**src/rtl/operand_fetch_pkg.sv**
```systemverilog
// Shared types and helpers for the operand fetch issue stage.
package operand_fetch_pkg;

  typedef enum logic [1:0] {
    IDLE = 2'd0,
    READ = 2'd1,
    HOLD = 2'd2
  } state_e;

  localparam int REG_ADDR_SIZE_DEF = 4;
  localparam int NUM_REGS          = 1 << REG_ADDR_SIZE_DEF;

  function automatic logic idx_is_zero(input logic [31:0] idx);
    return idx == 32'd0;
  endfunction

endpackage

```
**src/rtl/operand_fetch_if.sv**
```systemverilog
// Instruction, register-file, writeback and execute buses of the operand fetch stage.
interface operand_fetch_if #(
  parameter int WORD_SIZE     = 64,
  parameter int REG_ADDR_SIZE = 4,
  parameter int CTRL_W        = 8
);
  logic                     in_valid;
  logic                     in_ready;
  logic [REG_ADDR_SIZE-1:0] in_rs1;
  logic [REG_ADDR_SIZE-1:0] in_rs2;
  logic [REG_ADDR_SIZE-1:0] in_rd;
  logic                     in_wen;
  logic [CTRL_W-1:0]        in_ctrl;

  logic                     rf_en;
  logic [REG_ADDR_SIZE-1:0] rf_r1;
  logic [REG_ADDR_SIZE-1:0] rf_r2;
  logic [REG_ADDR_SIZE-1:0] rf_write;
  logic [WORD_SIZE-1:0]     rf_data;
  logic [WORD_SIZE-1:0]     rf_out1;
  logic [WORD_SIZE-1:0]     rf_out2;

  logic                     wb_valid;
  logic [REG_ADDR_SIZE-1:0] wb_rd;
  logic [WORD_SIZE-1:0]     wb_data;

  logic                     out_valid;
  logic                     out_ready;
  logic [WORD_SIZE-1:0]     out_a;
  logic [WORD_SIZE-1:0]     out_b;
  logic [REG_ADDR_SIZE-1:0] out_rd;
  logic                     out_wen;
  logic [CTRL_W-1:0]        out_ctrl;

  // Environment side: decoder, register file, writeback source and execute.
  modport master (
    output in_valid, in_rs1, in_rs2, in_rd, in_wen, in_ctrl,
    input  in_ready,
    input  rf_en, rf_r1, rf_r2, rf_write, rf_data,
    output rf_out1, rf_out2,
    output wb_valid, wb_rd, wb_data,
    input  out_valid, out_a, out_b, out_rd, out_wen, out_ctrl,
    output out_ready
  );

  modport slave (
    input  in_valid, in_rs1, in_rs2, in_rd, in_wen, in_ctrl,
    output in_ready,
    output rf_en, rf_r1, rf_r2, rf_write, rf_data,
    input  rf_out1, rf_out2,
    input  wb_valid, wb_rd, wb_data,
    output out_valid, out_a, out_b, out_rd, out_wen, out_ctrl,
    input  out_ready
  );
endinterface

```
**src/rtl/opfetch_scoreboard.sv**
```systemverilog
// Pending-destination scoreboard: one bit per register, set on issue, cleared on writeback.
module opfetch_scoreboard
  import operand_fetch_pkg::*;
#(
  parameter int REG_ADDR_SIZE = 4
) (
  input  logic                     clk,
  input  logic                     rst_n,
  input  logic                     set_en,
  input  logic [REG_ADDR_SIZE-1:0] set_idx,
  input  logic                     clr_en,
  input  logic [REG_ADDR_SIZE-1:0] clr_idx,
  input  logic [REG_ADDR_SIZE-1:0] q_rs1,
  input  logic [REG_ADDR_SIZE-1:0] q_rs2,
  input  logic [REG_ADDR_SIZE-1:0] q_rd,
  output logic                     pend_rs1,
  output logic                     pend_rs2,
  output logic                     pend_rd
);

  localparam int NR = 1 << REG_ADDR_SIZE;

  logic [NR-1:0] pend;
  logic [NR-1:0] set_vec;
  logic [NR-1:0] clr_vec;
  logic [NR-1:0] pend_nxt;

  // A same-cycle set overrides the clear; register 0 can never be pending.
  always_comb begin
    set_vec = '0;
    clr_vec = '0;
    if (set_en) set_vec[set_idx] = 1'b1;
    if (clr_en) clr_vec[clr_idx] = 1'b1;
    pend_nxt    = (pend & ~clr_vec) | set_vec;
    pend_nxt[0] = 1'b0;
  end

  always_ff @(posedge clk) begin
    if (!rst_n) pend <= '0;
    else        pend <= pend_nxt;
  end

  assign pend_rs1 = pend[q_rs1];
  assign pend_rs2 = pend[q_rs2];
  assign pend_rd  = pend[q_rd];

endmodule

```
**src/rtl/operand_fetch.sv**
```systemverilog
// Issue stage: hazard-checked accept, register-file read with writeback forwarding, operand hold.
module operand_fetch
  import operand_fetch_pkg::*;
#(
  parameter int WORD_SIZE     = 64,
  parameter int REG_ADDR_SIZE = 4,
  parameter int CTRL_W        = 8
) (
  input logic            clk,
  input logic            rst_n,
  operand_fetch_if.slave bus
);

  localparam logic [1:0] ST_IDLE = IDLE;
  localparam logic [1:0] ST_READ = READ;
  localparam logic [1:0] ST_HOLD = HOLD;

  logic [1:0] state;

  logic                     pend_rs1, pend_rs2, pend_rd;
  logic                     wb_hit1, wb_hit2;
  logic                     hazard, is_idle, accept, sb_set;

  logic [REG_ADDR_SIZE-1:0] rs1_p0, rs2_p0, rd_p0;
  logic                     wen_p0;
  logic [CTRL_W-1:0]        ctrl_p0;
  logic                     fwd1_p0, fwd2_p0;
  logic [WORD_SIZE-1:0]     fwd_data_p0;

  logic                     vld_p1;
  logic [WORD_SIZE-1:0]     a_p1, b_p1;
  logic [REG_ADDR_SIZE-1:0] rd_p1;
  logic                     wen_p1;
  logic [CTRL_W-1:0]        ctrl_p1;

  opfetch_scoreboard #(.REG_ADDR_SIZE(REG_ADDR_SIZE)) u_sb (
    .clk      (clk),
    .rst_n    (rst_n),
    .set_en   (sb_set),
    .set_idx  (bus.in_rd),
    .clr_en   (bus.wb_valid),
    .clr_idx  (bus.wb_rd),
    .q_rs1    (bus.in_rs1),
    .q_rs2    (bus.in_rs2),
    .q_rd     (bus.in_rd),
    .pend_rs1 (pend_rs1),
    .pend_rs2 (pend_rs2),
    .pend_rd  (pend_rd)
  );

  // A source whose writeback lands this cycle is not a hazard; it is forwarded instead.
  assign wb_hit1 = bus.wb_valid && (bus.wb_rd == bus.in_rs1);
  assign wb_hit2 = bus.wb_valid && (bus.wb_rd == bus.in_rs2);
  assign hazard  = (pend_rs1 && !wb_hit1) || (pend_rs2 && !wb_hit2) ||
                   (bus.in_wen && !idx_is_zero(32'(bus.in_rd)) && pend_rd);
  assign is_idle = (state == ST_IDLE);
  assign accept  = bus.in_valid && bus.in_ready;
  assign sb_set  = accept && bus.in_wen && !idx_is_zero(32'(bus.in_rd));

  assign bus.in_ready = is_idle && !hazard;
  assign bus.rf_en    = rst_n;
  assign bus.rf_write = (bus.wb_valid && rst_n) ? bus.wb_rd : '0;
  assign bus.rf_data  = bus.wb_data;
  assign bus.rf_r1    = is_idle ? bus.in_rs1 : rs1_p0;
  assign bus.rf_r2    = is_idle ? bus.in_rs2 : rs2_p0;

  // Stage p0: capture the accepted instruction and any same-edge writeback value
  always_ff @(posedge clk) begin
    if (accept) begin
      rs1_p0      <= bus.in_rs1;
      rs2_p0      <= bus.in_rs2;
      rd_p0       <= bus.in_rd;
      wen_p0      <= bus.in_wen;
      ctrl_p0     <= bus.in_ctrl;
      fwd_data_p0 <= bus.wb_data;
    end
  end

  // Stage p1: select register-file or forwarded operands and hold them for execute
  always_ff @(posedge clk) begin
    if (!rst_n) begin
      state   <= ST_IDLE;
      fwd1_p0 <= 1'b0;
      fwd2_p0 <= 1'b0;
      vld_p1  <= 1'b0;
      a_p1    <= '0;
      b_p1    <= '0;
      rd_p1   <= '0;
      wen_p1  <= 1'b0;
      ctrl_p1 <= '0;
    end else begin
      case (state)
        ST_IDLE: begin
          if (accept) begin
            state   <= ST_READ;
            fwd1_p0 <= wb_hit1 && !idx_is_zero(32'(bus.in_rs1));
            fwd2_p0 <= wb_hit2 && !idx_is_zero(32'(bus.in_rs2));
          end
        end
        ST_READ: begin
          state   <= ST_HOLD;
          vld_p1  <= 1'b1;
          a_p1    <= fwd1_p0 ? fwd_data_p0 : bus.rf_out1;
          b_p1    <= fwd2_p0 ? fwd_data_p0 : bus.rf_out2;
          rd_p1   <= rd_p0;
          wen_p1  <= wen_p0;
          ctrl_p1 <= ctrl_p0;
        end
        ST_HOLD: begin
          if (bus.out_ready) begin
            state  <= ST_IDLE;
            vld_p1 <= 1'b0;
          end
        end
        default: state <= ST_IDLE;
      endcase
    end
  end

  assign bus.out_valid = vld_p1;
  assign bus.out_a     = a_p1;
  assign bus.out_b     = b_p1;
  assign bus.out_rd    = rd_p1;
  assign bus.out_wen   = wen_p1;
  assign bus.out_ctrl  = ctrl_p1;

endmodule

```
**src/flat_wrapper.sv**
```systemverilog
// flat-port wrapper written by rule: the top's interface ports become plain ports
module operand_fetch_flat import operand_fetch_pkg::*;
#(
  parameter int WORD_SIZE     = 64,
  parameter int REG_ADDR_SIZE = 4,
  parameter int CTRL_W        = 8
)
  (clk, rst_n, bus_in_valid, bus_in_rs1, bus_in_rs2, bus_in_rd, bus_in_wen, bus_in_ctrl, bus_in_ready, bus_rf_en, bus_rf_r1, bus_rf_r2, bus_rf_write, bus_rf_data, bus_rf_out1, bus_rf_out2, bus_wb_valid, bus_wb_rd, bus_wb_data, bus_out_valid, bus_out_a, bus_out_b, bus_out_rd, bus_out_wen, bus_out_ctrl, bus_out_ready);
  operand_fetch_if #(.WORD_SIZE(WORD_SIZE), .REG_ADDR_SIZE(REG_ADDR_SIZE), .CTRL_W(CTRL_W)) bus_i ();
  input logic clk;
  input logic rst_n;
  input wire logic [$bits(bus_i.in_valid)-1:0] bus_in_valid;
  input wire logic [$bits(bus_i.in_rs1)-1:0] bus_in_rs1;
  input wire logic [$bits(bus_i.in_rs2)-1:0] bus_in_rs2;
  input wire logic [$bits(bus_i.in_rd)-1:0] bus_in_rd;
  input wire logic [$bits(bus_i.in_wen)-1:0] bus_in_wen;
  input wire logic [$bits(bus_i.in_ctrl)-1:0] bus_in_ctrl;
  output wire logic [$bits(bus_i.in_ready)-1:0] bus_in_ready;
  output wire logic [$bits(bus_i.rf_en)-1:0] bus_rf_en;
  output wire logic [$bits(bus_i.rf_r1)-1:0] bus_rf_r1;
  output wire logic [$bits(bus_i.rf_r2)-1:0] bus_rf_r2;
  output wire logic [$bits(bus_i.rf_write)-1:0] bus_rf_write;
  output wire logic [$bits(bus_i.rf_data)-1:0] bus_rf_data;
  input wire logic [$bits(bus_i.rf_out1)-1:0] bus_rf_out1;
  input wire logic [$bits(bus_i.rf_out2)-1:0] bus_rf_out2;
  input wire logic [$bits(bus_i.wb_valid)-1:0] bus_wb_valid;
  input wire logic [$bits(bus_i.wb_rd)-1:0] bus_wb_rd;
  input wire logic [$bits(bus_i.wb_data)-1:0] bus_wb_data;
  output wire logic [$bits(bus_i.out_valid)-1:0] bus_out_valid;
  output wire logic [$bits(bus_i.out_a)-1:0] bus_out_a;
  output wire logic [$bits(bus_i.out_b)-1:0] bus_out_b;
  output wire logic [$bits(bus_i.out_rd)-1:0] bus_out_rd;
  output wire logic [$bits(bus_i.out_wen)-1:0] bus_out_wen;
  output wire logic [$bits(bus_i.out_ctrl)-1:0] bus_out_ctrl;
  input wire logic [$bits(bus_i.out_ready)-1:0] bus_out_ready;
  assign bus_i.in_valid = bus_in_valid;
  assign bus_i.in_rs1 = bus_in_rs1;
  assign bus_i.in_rs2 = bus_in_rs2;
  assign bus_i.in_rd = bus_in_rd;
  assign bus_i.in_wen = bus_in_wen;
  assign bus_i.in_ctrl = bus_in_ctrl;
  assign bus_in_ready = bus_i.in_ready;
  assign bus_rf_en = bus_i.rf_en;
  assign bus_rf_r1 = bus_i.rf_r1;
  assign bus_rf_r2 = bus_i.rf_r2;
  assign bus_rf_write = bus_i.rf_write;
  assign bus_rf_data = bus_i.rf_data;
  assign bus_i.rf_out1 = bus_rf_out1;
  assign bus_i.rf_out2 = bus_rf_out2;
  assign bus_i.wb_valid = bus_wb_valid;
  assign bus_i.wb_rd = bus_wb_rd;
  assign bus_i.wb_data = bus_wb_data;
  assign bus_out_valid = bus_i.out_valid;
  assign bus_out_a = bus_i.out_a;
  assign bus_out_b = bus_i.out_b;
  assign bus_out_rd = bus_i.out_rd;
  assign bus_out_wen = bus_i.out_wen;
  assign bus_out_ctrl = bus_i.out_ctrl;
  assign bus_i.out_ready = bus_out_ready;
  operand_fetch #(.WORD_SIZE(WORD_SIZE), .REG_ADDR_SIZE(REG_ADDR_SIZE), .CTRL_W(CTRL_W)) u_core (.clk(clk), .rst_n(rst_n), .bus(bus_i));
endmodule
```
**config.mk**
```make
export PLATFORM = sky130hd
export DESIGN_NAME = operand_fetch_flat
export DESIGN_NICKNAME = d
export VERILOG_FILES = /design/src/rtl/operand_fetch_pkg.sv /design/src/rtl/operand_fetch_if.sv /design/src/rtl/opfetch_scoreboard.sv /design/src/rtl/operand_fetch.sv /design/src/flat_wrapper.sv
export SDC_FILE = /design/constraint.sdc
export NUM_CORES = 1
export LEC_CHECK = 0
export CAP_MARGIN = 25
export CORE_MARGIN = 2
export CORE_UTILIZATION = 40
export CTS_CLUSTER_SIZE = 10
export DETAILED_ROUTE_END_ITERATION = 6
export GPL_TIMING_DRIVEN = 0
export PLACE_DENSITY = 0.75
export SYNTH_ARGS = -nofsm -noshare
export SYNTH_HDL_FRONTEND = slang
export SYNTH_SLANG_ARGS = --single-unit
```
**constraint.sdc**
```tcl
create_clock -name clk -period 5 [get_ports clk]
set_input_delay 0.5 -clock clk [delete_from_list [all_inputs] [get_ports clk]]
set_output_delay 0.5 -clock clk [all_outputs]
set_load 0.01 [all_outputs]
```
======== Word-level counts from Yosys, hierarchy flattened ========
Cells that the tools add are included.
word-level totals
  register bits ........................... 247
  word-level logic and storage cells ...... 85
operators by class
  $lt $le $gt $ge ......................... 6
  equal/unequal tests ..................... 6
  multiplexer cells ....................... 22
  bitwise operators ....................... 3
  reduce and logical (&&, ||, !) cells .... 31
operators by type and width
  kind                  count
  $mux W64              2
  $mux W16              2
  $lt A4 B5 Y1 const B  4
  $and A16 B16 Y16      1
  $not A16 Y16          1
  $or A16 B16 Y16       1
  $logic_and A1 B1 Y1   15
  $bmux W1 S4           3
  $logic_not A4 Y1      3
  $mux W4               3
  $demux W1 S4          2
  $eq A4 B4 Y1          2
  $ge A4 B1 Y1 const B  2
  $logic_not A1 Y1      6
  $mux W1               6
  $pmux W2 S3           1
  $reduce_and A2 Y1     3
  $mux W2               2
  $ne A2 B2 Y1 const B  2
  $eq A2 B1 Y1 const B  1
  $eq A2 B2 Y1 const B  1
  $logic_not A2 Y1      1
  $logic_or A1 B1 Y1    2
  $pmux W1 S2           1
  $reduce_bool A2 Y1    1

======== Longest topological paths before layout ========
Gate-level depths: netlist of the first run.
  depth after elaboration ................. 13
  gate-level depth with buffers ........... 8

======== By module ========
Synthesis of the first run repeated with hierarchy kept, for this count alone.
second synthesis, totals
  cells, all modules ...................... 958
  area, all modules ....................... 10990.5 µm²
modules (own cells, without submodules)
  module              instances  cells an instance  area each (µm²)
  operand_fetch       1          834                9873.2
  opfetch_scoreboard  1          124                1117.3

======== Worst setup path before layout of the first run ========
Ideal clock, no wire load.
  path type ............................... input to register
  from .................................... in bus_in_rs1[0]
  to ...................................... reg u_core.ctrl_p0[0] (enable)
  library setup time ...................... 0.402 ns
  arrival time ............................ 2.631 ns
  slack ................................... 1.967 ns
  stages on the path ...................... 7
  path buffers ............................ 1
  cell sequence ........................... buf_2 > mux4_2 > nor2_1 > a211oi_1 > o21ai_2 > nand3_4 > inv_2
on the way
  word-level cells in the longest chain between the ends .. 9
  elaborated cells between the ends (all ways) .. 11
ends and longest elaborated chain
  item                                                                 line                 RTL
  from (decl)                                                          flat_wrapper.sv:13   input wire logic [$bits(bus_i.in_rs1)-1:0] bus_in_rs1;
  parallel branches: the longest is 3 deep, another holds $bmux W1 S4  -
  $logic_and A1 B1 Y1 (*)                                              operand_fetch.sv:54  assign hazard = (pend_rs1 && !wb_hit1) || (pend_rs2 && !wb_hit2) ||
  $logic_or A1 B1 Y1 (*) (2 in a row)                                  operand_fetch.sv:54
  $logic_not A1 Y1 (*)                                                 operand_fetch.sv:60  assign bus.in_ready = is_idle && !hazard;
  $logic_and A1 B1 Y1 (*)                                              operand_fetch.sv:60
  $logic_and A1 B1 Y1 (*)                                              operand_fetch.sv:57  assign accept = bus.in_valid && bus.in_ready;
  to (signal assigned)                                                 operand_fetch.sv:74  ctrl_p0 <= bus.in_ctrl;
  to (decl)                                                            operand_fetch.sv:26  logic [CTRL_W-1:0] ctrl_p0;
Every way passes the cells marked *. The select of a mux whose other input is x is not followed.
A chain may end at the register's enable or synchronous reset.

======== Worst setup path in the final report of the first run ========
  from .................................... in bus_in_rd[0]
  to ...................................... out bus_in_ready
on the way
  word-level cells in the longest chain between the ends .. 7
  elaborated cells between the ends (all ways) .. 9
ends and longest elaborated chain
  item                                                                 line                 RTL
  from (decl)                                                          flat_wrapper.sv:15   input wire logic [$bits(bus_i.in_rd)-1:0] bus_in_rd;
  parallel branches: the longest is 3 deep, another holds $bmux W1 S4  -
  $logic_and A1 B1 Y1 (*)                                              operand_fetch.sv:55  (bus.in_wen && !idx_is_zero(32'(bus.in_rd)) && pend_rd);
  $logic_or A1 B1 Y1 (*)                                               operand_fetch.sv:54
  $logic_not A1 Y1 (*)                                                 operand_fetch.sv:60
  $logic_and A1 B1 Y1 (*)                                              operand_fetch.sv:60
  to (decl)                                                            flat_wrapper.sv:18   output wire logic [$bits(bus_i.in_ready)-1:0] bus_in_ready;
Marked as above.

==> run summary, run 1 <==
### Global routing
- **GRT overflow** 0
- **global-route wire length before repair** 57500 microns
- **maximum number of pins on one net before global-route repair** 50
- **Tot GR Track Use** 25.8%
- **antenna violations before repair** 3
- **via count of the first global-routing pass** 9755

### Logic synthesis
- **area fraction of the dominant cell type after synthesis** 29.3%
- **Synth Net Count** 1192
- **portion of the post-synthesis area used by sequential elements** 52.5%
- **ranking of synthesized cells by instance count** nand2_1, dfxtp_1, mux2i_1
- **count of yosys warnings during synthesis** 0
- **post-synthesis share of cell area spent on xor and xnor gates** 0.637%
- **Syn Std Cell Area** 11000 sq um
- **Post-synth top flop** dfxtp_1
- **share of async-settable or async-resettable flops after synthesis** 0%
- **number of register bits inferred by synthesis** 246
- **dominant combinational cell family by area after synthesis** compound AO/OA/AOI/OAI gates
- **area leader, netlist** dfxtp_1
- **adder-cell area share of the yosys netlist** 0%
- **most repeated cell in the gate-level netlist after synthesis** nand2_1
- **synthesized netlist cell count** 970
- **biggest area contributors in the synthesized netlist** dfxtp_1, edfxtp_1, mux2i_1, o211a_1, nand2_1
- **post-synthesis compound-gate area fraction** 15.8%
- **Distinct cells, synth** 50
- **number of enable-type register cells in the synthesized netlist** 85
- **simple-gate portion of the synthesized area** 8.68%
- **mux share of post-synthesis cell area** 14.8%
- **mean cell area of the mapped netlist** 11.3 sq um

### Setup path
- **worst r2r path cells** 5
- **highest cell delay on the worst timing path** 540 ps
- **startpoint types** input pin
- **cell type of the slowest stage on the worst timing path** clkdlybuf4s50_1
- **series of cell instances along the critical path** clkdlybuf4s50_1 > buf_6 > mux4_2 > o2111ai_1 > o311a_2 > and3_4 > buf_6 > clkdlybuf4s50_1
- **CP Data Required Time** 4500 ps
- **highest fanout seen on the critical path** 10
- **Setup crit end kind** output pin
- **Data arrival, critical path** 3100 ps
- **CP Class** in2out

### Placed design
- **pre-CTS setup slack** 1360 ps
- **# port buffers** 437
- **HPWL after detailed placement** 28800 microns
- **final weighted congestion in routability-driven placement** 0.841

### Detailed routing
- **WL per Instance** 21.4 microns
- **residual antenna-violating net count after detailed routing** 0
- **Iteration-0 DRC Markers** 462
- **via/cell ratio** 5.27
- **total number of vias** 9510
- **# DRC** 0
- **number of detailed-route iterations in the first pass** 5
- **Routed WL** 38700 microns

### Timing
- **worst slew slack as a fraction of its limit** 38.9%
- **Final Critical Period** 3600 ps
- **ratio of final minimum period to clock period** 72.1%
- **max-slew violations** 0
- **RSZ-0062 raised after global routing** no
- **worst-case clock skew** 16.3 ps
- **setup TNS after final layout** 0 ps
- **highest clock frequency the design can meet** 278 MHz
- **Hold Worst Slack** 389 ps
- **Hold Vio Cnt, Final** 0
- **smallest setup slack after layout** 1400 ps
- **slew of the pin with the lowest slew margin** 913 ps
- **number of endpoints failing setup at the final stage** 0

### Clocking
- **post-CTS resize count** 0
- **Inserted Clock Buffers** 29
- **insertion delay of the later-clocked pin in the worst-skew pair** 530 ps
- **clock root cell** clkbuf_16
- **clock tree from TritonCTS** done
- **H-tree Lvls** 1
- **Worst-path clk slew** 50 ps
- **number of hold buffers added after cts** 0
- **Clock Sink Count** 246
- **# Post-CTS Setup Buffers** 0
- **Max Buffers Root-to-Sink** 3

### Run status
- **result of the run** complete, no violations

### Power and ir drop
- **fraction of power spent switching nets** 24.3%
- **power per cell area** 304 nW/um^2
- **sequential share of power** 44.7%
- **total power draw** 5.09 mW
- **cell-internal power** 3.85 mW
- **Clk network pwr share** 38.2%
- **share of power burned in combinational logic** 17.1%
- **Max VDD drop** 0.300 mV
- **total net switching power** 1.24 mW
- **leakage power summed over all cells** 7.25 nW

### Hold path
- **worst hold stages** 3
- **classification of the worst-slack hold path** in2reg

### Floorplanning
- **full die area** 28900 sq um
- **die height** 170 microns
- **initial standard-cell utilization of the core** 40.8%
- **horizontal die dimension** 170 microns
- **num ports** 442
- **standard cell core area** 27000 sq um
- **standard-cell row count** 60

### Layout
- **post-layout utilization of the core** 62.0%
- **Final nets** 1661
- **share of final-layout standard cells stronger than drive strength 1** 9.38%
- **fill count** 2222
- **layout-stage area growth over the synthesis result** 51.9%

### Job
- **# Max-Cap Violations** 0

routing by layer:
layer	GRT usage (%)	routed length (microns)
met1	31.4	15600
met2	45.4	19100
met3	6.09	2920
met4	7.99	1120
met5	0	0
cells by family (layout without fill, tap and decap cells):
group / after synthesis / count (layout)
flops: 246 / 246
simple gates: 228 / 228
compound gates: 186 / 186
mux: 152 / 152
buf+inv: 150 / 641
xor+xnor: 8 / 8
other cells: 0 / 4
area by class of cell:
cell class / instances / area (sq um) / share of cell area [%]
clock buffers: 53 / 867 / 5.19
multi-input cells: 574 / 4390 / 26.3
well taps: 341 / 427 / 2.55
diodes: 4 / 10.0 / 0.0599
inverters: 6 / 25.0 / 0.150
flip-flops and latches: 246 / 5780 / 34.6
repair buffers: 438 / 4400 / 26.3
plain buffers: 144 / 815 / 4.87
per-stage QoR:
stage,std cells,area (sq um)
2_1_floorplan,970,11000
3_3_place_gp,1748,15800
3_5_place_dp,1749,15800
4_1_cts,1802,16700
5_1_grt,1804,16700
6_report,1806,16700
power by group through the flow:
stage,clock [mW],sequential [mW],combinational [mW]
2_1_floorplan,0,2.34,0.312
3_3_place_gp,0,2.31,0.862
3_5_place_dp,0,2.31,0.873
4_1_cts,1.97,2.27,0.880
5_1_grt,2.05,2.28,0.929
6_report,1.94,2.27,0.873
worst paths after layout:
path / from / end / slack [ps]
hold reg to reg: u_core.bus.out_rd[0] / u_core.bus.out_rd[0] / 470
setup / recovery: bus_in_rd[0] / bus_in_ready / 1400
hold / removal: rst_n / u_core.u_sb.pend[7] / 390
setup reg to reg: u_core.state[0] / u_core.fwd_data_p0[49] / 2140
critical path: cells and delay by family:
family	cells	cell delay (ps)
buffers and inverters	4	1380
muxes	1	510
AOI/OAI and AO/OA	2	470
and+or+nand+nor	1	220
state kept, by name (all words and copies together), names as in the netlist, 2 cells and up:
register and cells:
u_core.bus.out_a 64, u_core.bus.out_b 64, u_core.bus.out_ctrl 8, u_core.bus.out_rd 4, u_core.ctrl_p0 8, u_core.fwd_data_p0 64, u_core.rd_p0 4, u_core.rs1_p0 4
u_core.rs2_p0 4, u_core.state 2, u_core.u_sb.pend 15
placed cells by master (no fill, tap or decap), types with 2 or more instances in the layout:
cell type / count
a211oi_1: 2
a21boi_0: 13
a21oi_1: 7
a31o_1: 5
a31oi_1: 6
a41o_1: 6
and2_1: 2
and3_1: 6
buf_1: 8
buf_2: 6
buf_4: 65
buf_6: 3
clkbuf_1: 82
clkbuf_16: 30
clkbuf_8: 3
clkdlybuf4s50_1: 437
dfxtp_1: 161
diode_2: 4
edfxtp_1: 85
inv_1: 5
mux2_2: 12
mux2i_1: 132
mux4_2: 7
nand2_1: 178
nand3_1: 9
nor2_1: 13
nor2b_1: 6
nor3_1: 5
nor3b_1: 3
o211a_1: 128
o21ai_0: 2
o21ai_1: 3
o41ai_1: 2
o41ai_2: 2
xnor2_1: 3
xor2_1: 5
Note: power is estimated with default switching activity, not from simulation.
==> run 2, diff against run 1 <==
- clock period: 5 -> 3.6 ns (I/O delays scaled with it)
==> results of run 2 <==
Same layout as run 1 (identical final DEF). Status: complete, no violations.
Among the figures that moved: setup slack after placement 1360 ps -> 98.9 ps; setup slack after layout 1400 ps -> 276 ps; hold slack 389 ps -> 249 ps; register-to-register setup slack 2140 ps -> 740 ps; total power 5.09 mW -> 7.07 mW; worst IR drop on VDD 0.300 mV -> 0.416 mV
